`config.mk`:
```
export PLATFORM = sky130hd
export DESIGN_NAME = rv_plic_claim_sequencer
export DESIGN_NICKNAME = d
export VERILOG_FILES = /design/src/rtl/rv_plic_claim_sequencer.sv
export SDC_FILE = /design/constraint.sdc
export NUM_CORES = 1
export LEC_CHECK = 0
export CORE_ASPECT_RATIO = 0.8
export CORE_UTILIZATION = 31
export CTS_CLUSTER_DIAMETER = 50
export DETAILED_ROUTE_END_ITERATION = 8
export PLACE_DENSITY = 0.66
export REMOVE_ABC_BUFFERS = 1
export SLEW_MARGIN = 20
export SYNTH_ARGS = -nofsm -noshare
export SYNTH_HDL_FRONTEND = slang
export SYNTH_SLANG_ARGS = --single-unit
```
`constraint.sdc`:
```
create_clock -name clk_i -period 1.93 [get_ports clk_i]
set_clock_uncertainty 0.2 [all_clocks]
set_input_delay 0.386 -clock clk_i [delete_from_list [all_inputs] [get_ports clk_i]]
set_output_delay 0.386 -clock clk_i [all_outputs]
set_load 0.005 [all_outputs]
```
`src/rtl/rv_plic_claim_sequencer.sv`:
```
// Hardware claim/complete engine for one PLIC target context: claims via CC read,
// hands the ID to a non-CPU handler, then completes via CC write.
module rv_plic_claim_sequencer #(
  parameter int          SrcW          = 6,
  parameter logic [31:0] CcAddr        = 32'h0020_0004,
  parameter int          HoldoffCycles = 4
) (
  input  logic            clk_i,
  input  logic            rst_ni,
  input  logic            en_i,
  input  logic            irq_i,
  output logic            req_o,
  output logic            we_o,
  output logic [31:0]     addr_o,
  output logic [31:0]     wdata_o,
  input  logic            gnt_i,
  input  logic            rvalid_i,
  input  logic [31:0]     rdata_i,
  input  logic            err_i,
  output logic            dispatch_valid_o,
  output logic [SrcW-1:0] dispatch_id_o,
  input  logic            dispatch_ready_i,
  input  logic            done_i,
  output logic            busy_o,
  output logic            spurious_o,
  output logic            err_o,
  output logic [15:0]     claim_cnt_o
);

  typedef enum logic [2:0] {
    IDLE, CLAIM_REQ, CLAIM_RSP, DISPATCH, SERVICE, COMPLETE_REQ, COMPLETE_RSP, HOLDOFF
  } state_e;

  state_e      state;
  logic [7:0]  hold_cnt;
  logic [15:0] cnt_q;

  // Upper read-data bits carry nothing for an ID of SrcW bits.
  logic unused_rdata;
  assign unused_rdata = ^rdata_i[31:SrcW];

  assign claim_cnt_o = cnt_q;

  always_ff @(posedge clk_i or negedge rst_ni) begin
    if (!rst_ni) begin
      state            <= IDLE;
      hold_cnt         <= '0;
      cnt_q            <= '0;
      req_o            <= 1'b0;
      we_o             <= 1'b0;
      addr_o           <= '0;
      wdata_o          <= '0;
      dispatch_valid_o <= 1'b0;
      dispatch_id_o    <= '0;
      busy_o           <= 1'b0;
      spurious_o       <= 1'b0;
      err_o            <= 1'b0;
    end else begin
      spurious_o <= 1'b0;
      unique case (state)
        IDLE: begin
          if (en_i && irq_i) begin
            state   <= CLAIM_REQ;
            req_o   <= 1'b1;
            we_o    <= 1'b0;
            addr_o  <= CcAddr;
            wdata_o <= '0;
            busy_o  <= 1'b1;
          end
        end
        CLAIM_REQ: begin
          if (gnt_i) begin
            state  <= CLAIM_RSP;
            req_o  <= 1'b0;
            addr_o <= '0;
          end
        end
        CLAIM_RSP: begin
          if (rvalid_i) begin
            if (err_i) begin
              err_o    <= 1'b1;
              state    <= HOLDOFF;
              hold_cnt <= 8'(HoldoffCycles);
            end else if (rdata_i[SrcW-1:0] == '0) begin
              spurious_o <= 1'b1;
              state      <= HOLDOFF;
              hold_cnt   <= 8'(HoldoffCycles);
            end else begin
              dispatch_id_o    <= rdata_i[SrcW-1:0];
              dispatch_valid_o <= 1'b1;
              state            <= DISPATCH;
            end
          end
        end
        DISPATCH: begin
          if (dispatch_ready_i) begin
            dispatch_valid_o <= 1'b0;
            if (cnt_q != 16'hFFFF) cnt_q <= cnt_q + 16'd1;
            state <= SERVICE;
          end
        end
        SERVICE: begin
          if (done_i) begin
            state   <= COMPLETE_REQ;
            req_o   <= 1'b1;
            we_o    <= 1'b1;
            addr_o  <= CcAddr;
            wdata_o <= {{(32-SrcW){1'b0}}, dispatch_id_o};
          end
        end
        COMPLETE_REQ: begin
          if (gnt_i) begin
            state   <= COMPLETE_RSP;
            req_o   <= 1'b0;
            we_o    <= 1'b0;
            addr_o  <= '0;
            wdata_o <= '0;
          end
        end
        COMPLETE_RSP: begin
          if (rvalid_i) begin
            if (err_i) err_o <= 1'b1;
            state    <= HOLDOFF;
            hold_cnt <= 8'(HoldoffCycles);
          end
        end
        HOLDOFF: begin
          // Gives the gateway and target time to drop irq for the serviced source.
          hold_cnt <= hold_cnt - 8'd1;
          if (hold_cnt <= 8'd1) begin
            state  <= IDLE;
            busy_o <= 1'b0;
          end
        end
        default: begin
          state  <= IDLE;
          busy_o <= 1'b0;
        end
      endcase
    end
  end

  // A response may not arrive in the same cycle its request is granted.
  assert property (@(posedge clk_i) disable iff (!rst_ni) !(req_o && gnt_i && rvalid_i))
    else $error("response in grant cycle");

endmodule

```
==> results of run 1 <==
-- cells in the mapped netlist, types with 3 or more instances --
cell type  instances
nand4_1            6
nor2_1            16
a31oi_1            3
nor3_1             5
nor4_1             5
nand2b_1           3
xor2_1             5
nand2_1           20
ha_1               7
o21ai_0           13
inv_1              8
mux2_2            20
buf_4             58
dfrtp_1           45
nand3_1            9
a21oi_1            8
and3_1            10
-- cell families after synthesis --
family	count (synthesis)	share of synthesized area, %
flip-flops	45	39.9
AO/OA/AOI/OAI	39	10.3
AND/OR/NAND/NOR	92	18.8
XOR/XNOR	7	2.17
multiplexers	22	8.68
other	1	0.133
buffers and inverters	69	16.9
adder cells (fa/ha/maj)	7	3.10
-- sequential cells by signal, summed over array words and instances, names as in the netlist, 3 cells and up --
signal         flops
claim_cnt_o       16
hold_cnt           8
dispatch_id_o      6
wdata_o            6
state              3
-- through the flow --
| stage | setup TNS [ns] | instance area (um2) | utilization, % | std cells |
|---|---|---|---|---|
| after floorplan | -1.20 | 2580 | - | 276 |
| after global placement | -10.33 | 3540 | 40.8 | 479 |
| after detailed placement | -10.63 | 3540 | 40.8 | 479 |
| after CTS | -0.518 | 3870 | 44.7 | 496 |
| after global routing | -1.87 | 4110 | 47.4 | 500 |
| final | -0.722 | 4110 | 47.4 | 500 |
-- final cells by class --
cell class                 instances  share of cell area [%]
clock inverter                     1                   0.730
clock buffer                       7                    3.47
multi-input combinational        223                    41.1
timing repair buffer             104                    23.1
sequential                        45                    27.4
tap                              112                    3.41
inverter                           8                   0.791
-- worst min path at each step --
stage / from / to / slack [ns] / cells past startpoint
finish: err_o / err_o / 0.27 / 1
global route: err_o / err_o / 0.28 / 1
CTS: err_o / err_o / 0.27 / 1
detailed placement: rst_ni / hold_cnt[4] / 0.19 / 2
global placement: rst_ni / err_o / 0.19 / 2
floorplan: rst_ni / addr_o[2] / -0.11 / 0
-- where the power goes --
group          internal [uW]  total [uW]  switching, uW
registers               1240        1520            276
clock network            648        1010            366
logic                   1580        2750           1170
total                   3470        5280           1810
-- layer usage --
| layer | part of all wire, % | wire length, um |
|---|---|---|
| met5 | 0 | 0 |
| met4 | 0.85 | 57 |
| met3 | 5.0 | 337 |
| met2 | 48 | 3230 |
| met1 | 46 | 3110 |
-- what timing repair did --
item,CTS,global route
pin swaps,11,14
resized for setup,31,43
cloned,0,0
hold buffers,1,0
buffers inserted,8,5
endpoints found under the hold margin,45,0
endpoints found under the setup margin,30,37
==> summary.txt, run 1 <==
Synth
  – Ys Warns: 0
  – Synth area leader: dfrtp_1
  – Avg Synthesized Cell Area: 10.0 um2
  – Top_reg_cell synth: dfrtp_1
  – Sequential-to-total area share from yosys stat: 39.9%
  – Top cells by area, synth: dfrtp_1, buf_4, mux2_2, ha_1, nand2_1
  – Share of the synthesized area in the top cell type: 39.9%
  – Yosys cell types: 53
  – Number of flops mapped to enable cells by yosys: 0
  – Synth async-reset ratio: 100%
  – Seq cells post-synth: 45
  – Syn Inst Count: 282
  – Synthesized area: 2820 um2

Power
  – Worst vdd ir: 0.000680 V
  – Final total power: 5280 uW
  – LEAKAGE: 0.00195 uW
  – Pwr dens: 1280 nW/um2

Worst setup path
  – R2R cell count: 8
  – Worst R2R Start: state[1]
  – CP Launch Type: flop
  – CP most frequent cell: buf_6
  – CP cell instances: ha_4 -> buf_6 -> mux2_4 -> a221oi_4 -> buf_6 -> buf_6 -> nand2_4 -> o31ai_4
  – WS Path Type: reg2reg
  – Worst path depth: 8
  – Worst Setup SP: state[1]
  – Critical Path Sink: hold_cnt[1]
  – Worst EP required: 1.93 ns
  – R2r endpoint: hold_cnt[1]
  – Worst Path Buf+Inv: 3
  – Arrival @ worst endpoint: 2.06 ns
  – Worst-path maximum fanout: 7
  – R2R setup slack: -0.13 ns
  – Top cell family by delay on the critical path: flip-flops
  – Worst path max stage delay: 0.47 ns
  – Critical path's slowest cell: dfrtp_2
  – Setup crit end kind: flop

Placed design
  – DPL Wire Length: 4640 um
  – Pre-CTS setup slack: -0.391 ns
  – IO Port Bufs: 50
  – RePlAce Congestion: 0.798

Detailed routing
  – Post-route ant nets: 0
  – DRC: 0
  – Drt pass-1 iters: 4
  – Initial DRC count: 78
  – DR WL/cell: 13.5 um
  – Via count: 2264
  – DR vias/cell: 4.53
  – Final wirelength: 6730 um

Global route
  – Via count of the first global-routing pass: 2181
  – GR Overflow Total: 0
  – All-Layer GR Usage: 14.1%
  – Grt met2 use: 22.6%
  – Pin count of the biggest net entering global routing: 46
  – Met1 GRT Util: 18.7%
  – First-pass GRT wire length: 10400 um
  – Initial antenna violation count: 0
  – Met3 GRT Util: 4.11%
  – Top Usage Layer GRT: met2

Layout
  – Area Growth Syn to Fin: 45.6%
  – N_diodes: 0
  – Area of the multi-input gates: 1690 um2
  – Commonest non-fill, non-tap cell in the layout: conb_1
  – Register Area: 1130 um2
  – # fillers: 817
  – Nets: 435
  – Ratio of cells with drive above 1 in the final layout: 31.4%
  – Commonest non-fill, non-tap cells in the layout: conb_1, dfrtp_1, clkdlybuf4s50_1

Floorplanning
  – Chip width: 109 um
  – Row cnt: 30
  – Io pins: 133
  – Starting Density: 32.6%
  – DIE AREA: 9500 um2
  – Die Ht: 87.4 um
  – Core Area: 8670 um2

CTS
  – CTS H-tree lvls: 2
  – CTS Buf Count: 5
  – Worst-case clock buffer depth: 2
  – Root buf cell: clkbuf_16
  – Reg clk slew, reported paths: 0.06 ns
  – CTS tree: built
  – Worst skew pair latency: 0.29 ns
  – CTS sink cnt: 45

Timing
  – Minimum clock period: 2.06 ns
  – Min Hold Slack: 0.274 ns
  – Final-report setup violation count: 11
  – Worst Slack Setup Final: -0.128 ns
  – RSZ-0062 raised after global routing: true
  – Final worst-path cycle share: 107%
  – Pins Over Slew Limit: 0
  – Final Hold Viols: 0
  – Fmax: 486 MHz

Outcome
  – Failing checks: setup timing
  – Status: finished, violations left

Min path
  – Hold crit path type: reg2reg

Flow run
  – Max cap viols: 0
Note: power is estimated with default switching activity, not from simulation.
==> run 2, diff against run 1 <==
--- a/config.mk
+++ b/config.mk
@@ -6,10 +6,10 @@
 export NUM_CORES = 1
 export LEC_CHECK = 0
 export CORE_ASPECT_RATIO = 0.8
-export CORE_UTILIZATION = 31
+export CORE_UTILIZATION = 35
 export CTS_CLUSTER_DIAMETER = 50
 export DETAILED_ROUTE_END_ITERATION = 8
-export PLACE_DENSITY = 0.66
+export PLACE_DENSITY = 0.73
 export REMOVE_ABC_BUFFERS = 1
 export SLEW_MARGIN = 20
 export SYNTH_ARGS = -nofsm -noshare
==> run 2 against run 1 <==
Against the previous run:
- the flow still finishes with violations (setup timing)
- wire length increased by 5.1%
- first-iteration DRC count decreased by 23%
- combinational power increased by 7.3%
- die area decreased by 11%
- register-to-register slack improved by 0.04 ns
- sequential share of layout area decreased by 0.47 points
- critical path type unchanged
- largest power group unchanged
==> summary.txt, run 2 (same netlist as run 1, synthesis figures left out) <==
Outcome
  – Status: finished, violations left
  – Failing checks: setup timing

Worst setup path
  – Worst-path maximum fanout: 7 (unchanged)
  – R2R cell count: 7 (-1)
  – Worst path max stage delay: 0.40 ns (-0.07 ns)
  – Worst R2R Start: state[0]
  – Arrival @ worst endpoint: 2.02 ns (-0.04 ns)
  – WS Path Type: reg2reg
  – CP cell instances: buf_6 -> ha_4 -> mux2_4 -> a221oi_4 -> buf_12 -> nor3_2 -> a21o_1
  – CP Launch Type: flop
  – Critical path's slowest cell: dfrtp_1
  – Worst EP required: 1.92 ns (about the same)
  – R2R setup slack: -0.09 ns (+0.04 ns)
  – Setup crit end kind: flop
  – R2r endpoint: hold_cnt[2]

Layout
  – Ratio of cells with drive above 1 in the final layout: 34.4% (+3.0 points)
  – Nets: 439 (+0.92%)
  – Commonest non-fill, non-tap cell in the layout: conb_1
  – Final Non-Filler Cells: 497 (-0.60%)
  – Post-Route Utilization: 55.2% (+7.8 points)
  – Area Growth Syn to Fin: 48.6%
  – Final instance area: 4200 um2 (+2.1%)
  – N_diodes: 0 (unchanged)
  – Commonest non-fill, non-tap cells in the layout: conb_1, buf_4, dfrtp_1, clkdlybuf4s50_1, nand2_1
  – Largest register FFs: 16 (unchanged)

Global route
  – Via count of the first global-routing pass: 2233 (+2.4%)
  – All-Layer GR Usage: 16.9% (+2.8 points)
  – Pin count of the biggest net entering global routing: 46 (unchanged)
  – GR Overflow Total: 0 (unchanged)
  – First-pass GRT wire length: 11000 um (+5.8%)
  – Initial antenna violation count: 0 (unchanged)

Floorplanning
  – DIE AREA: 8430 um2 (-11%)
  – Starting Density: 37.1% (+4.6 points)
  – Core Area: 7600 um2 (-12%)
  – Row cnt: 28 (-6.7%)
  – Io pins: 133 (unchanged)
  – Chip width: 102 um (-5.8%)
  – Die Ht: 82.3 um (-5.8%)

Power
  – Pwr dens: 1270 nW/um2 (-1.2%)
  – Sw frac: 35.5% (+1.2 points)
  – NetSw: 1890 uW (+4.3%)
  – Gate power share: 55.3% (+3.3 points)
  – P_int: 3440 uW (-0.95%)
  – Final total power: 5330 uW (+0.85%)
  – Flop pwr share: 28.9% (about the same)
  – LEAKAGE: 0.00204 uW (+4.5%)
  – Worst vdd ir: 0.000680 V (about the same)
  – Clk pwr share: 15.8% (-3.4 points)

Detailed routing
  – DR WL/cell: 14.2 um (+5.7%)
  – DR vias/cell: 4.72 (+4.2%)
  – Post-route ant nets: 0 (unchanged)
  – DRC: 0 (unchanged)
  – Drt pass-1 iters: 7 (+3)
  – Initial DRC count: 60 (-23%)
  – Via count: 2345 (+3.6%)
  – Final wirelength: 7070 um (+5.1%)

Min path
  – Hold Path Stages: 3 (+2)
  – Hold Startpoint: rvalid_i
  – Hold crit path type: in2reg
  – Hold Path End: spurious_o

Timing
  – Fmax: 495 MHz (+1.8%)
  – Final worst-path cycle share: 105% (-1.9 points)
  – Pins Over Slew Limit: 0 (unchanged)
  – Minimum clock period: 2.02 ns (-0.0366 ns)
  – Sum Neg Setup Slack: -0.339 ns (+0.383 ns)
  – Final Hold Viols: 0 (unchanged)
  – Worst Slack Setup Final: -0.0912 ns (+0.0366 ns)
  – RSZ-0062 raised after global routing: true
  – Final-report setup violation count: 13 (+2)

CTS
  – CTS sink cnt: 45 (unchanged)
  – Reg clk slew, reported paths: 0.08 ns (+0.02 ns)
  – CTS Buf Count: 5 (unchanged)
  – Worst skew pair latency: 0.30 ns (about the same)
  – CTS tree: built
  – CTS H-tree lvls: 2 (unchanged)
  – Worst-case clock buffer depth: 2 (unchanged)
  – Root buf cell: clkbuf_8

Placed design
  – Dpl cells: 467 (-2.5%)
  – DPL Wire Length: 4600 um (-0.78%)
  – IO Port Bufs: 50 (unchanged)
  – RePlAce Congestion: 0.803 (+0.66%)
  – Post-Place Cell Area: 3500 um2 (-0.95%)

Flow run
  – Max cap viols: 0 (unchanged)
## run 2: cell types whose count changed in the layout (fill, tap and decap cells not counted), moves of 2 or more
cell             delta
clkdlybuf4s50_1     -3
buf_12              +2
nand2_2             +2
clkbuf_16           -5
dfrtp_2             +3
dfrtp_1             -3
dlymetal6s2s_1      +3
clkbuf_8            +4
mux2_2              -6
mux2_4              +6
## run 2: how the worst max path moves through the flow
stage	depth (start not counted)	startpoint	slack, ns	end
6_report	7	state[0]	-0.09	hold_cnt[2]
3_3_place_gp	6	rdata_i[0]	-0.40	dispatch_id_o[3]
3_5_place_dp	6	rdata_i[2]	-0.48	dispatch_id_o[0]
4_1_cts	7	state[0]	-0.06	hold_cnt[7]
2_1_floorplan	4	state[2]	-0.13	claim_cnt_o[15]
5_1_grt	7	state[0]	-0.15	hold_cnt[2]
## run 2: layout make-up
cell class	count	area (um2)
fillers	657	3410
multi-input cells	223	1750
flip-flops and latches	45	1130
repair buffers	108	1020
well taps	105	131
clock buffers	5	68.8
clock inverters	3	65.1
inverters	8	30.0
## run 2: routing by layer
metal  vias to the layer above  track usage (%)  share of wire, %
met3                         2             4.63               5.4
li1                       1097                -                 -
met1                      1176             21.9                44
met4                         0             3.57              0.31
met5                         -                0                 0
met2                        70             28.1                50
## run 2: per-stage QoR
step	setup WS, ns	hold WS [ns]
after floorplan	-0.135	-0.110
after global placement	-0.404	0.187
after detailed placement	-0.482	0.192
after CTS	-0.0616	0.299
after global routing	-0.146	0.286
final	-0.0912	0.270
## run 2: power by group through the flow
stage                     Combinational [uW]  Sequential, uW  Clock [uW]
after floorplan                         1030            1530           0
after global placement                  2120            1500           0
after detailed placement                2190            1510           0
after CTS                               2690            1510         856
after global routing                    3210            1590         902
final                                   2950            1540         840
## run 2: what timing repair did
action / in CTS / in global routing
hold endpoints to repair: 45 / 0
hold buffers: 1 / 0
setup buffers: 10 / 12
cloned: 1 / 0
gates resized for setup: 37 / 56
pin swaps: 10 / 21
setup endpoints to repair: 33 / 39
## run 2: worst max-delay path, delay by kind of cell, from the launching register on
kind                     cells  cell delay (ns)
adder cells (fa/ha/maj)      1             0.17
AND/OR/NAND/NOR              1             0.04
AO/OA/AOI/OAI                2             0.51
multiplexers                 1             0.29
buffers and inverters        2             0.29
flip-flops                   1             0.40
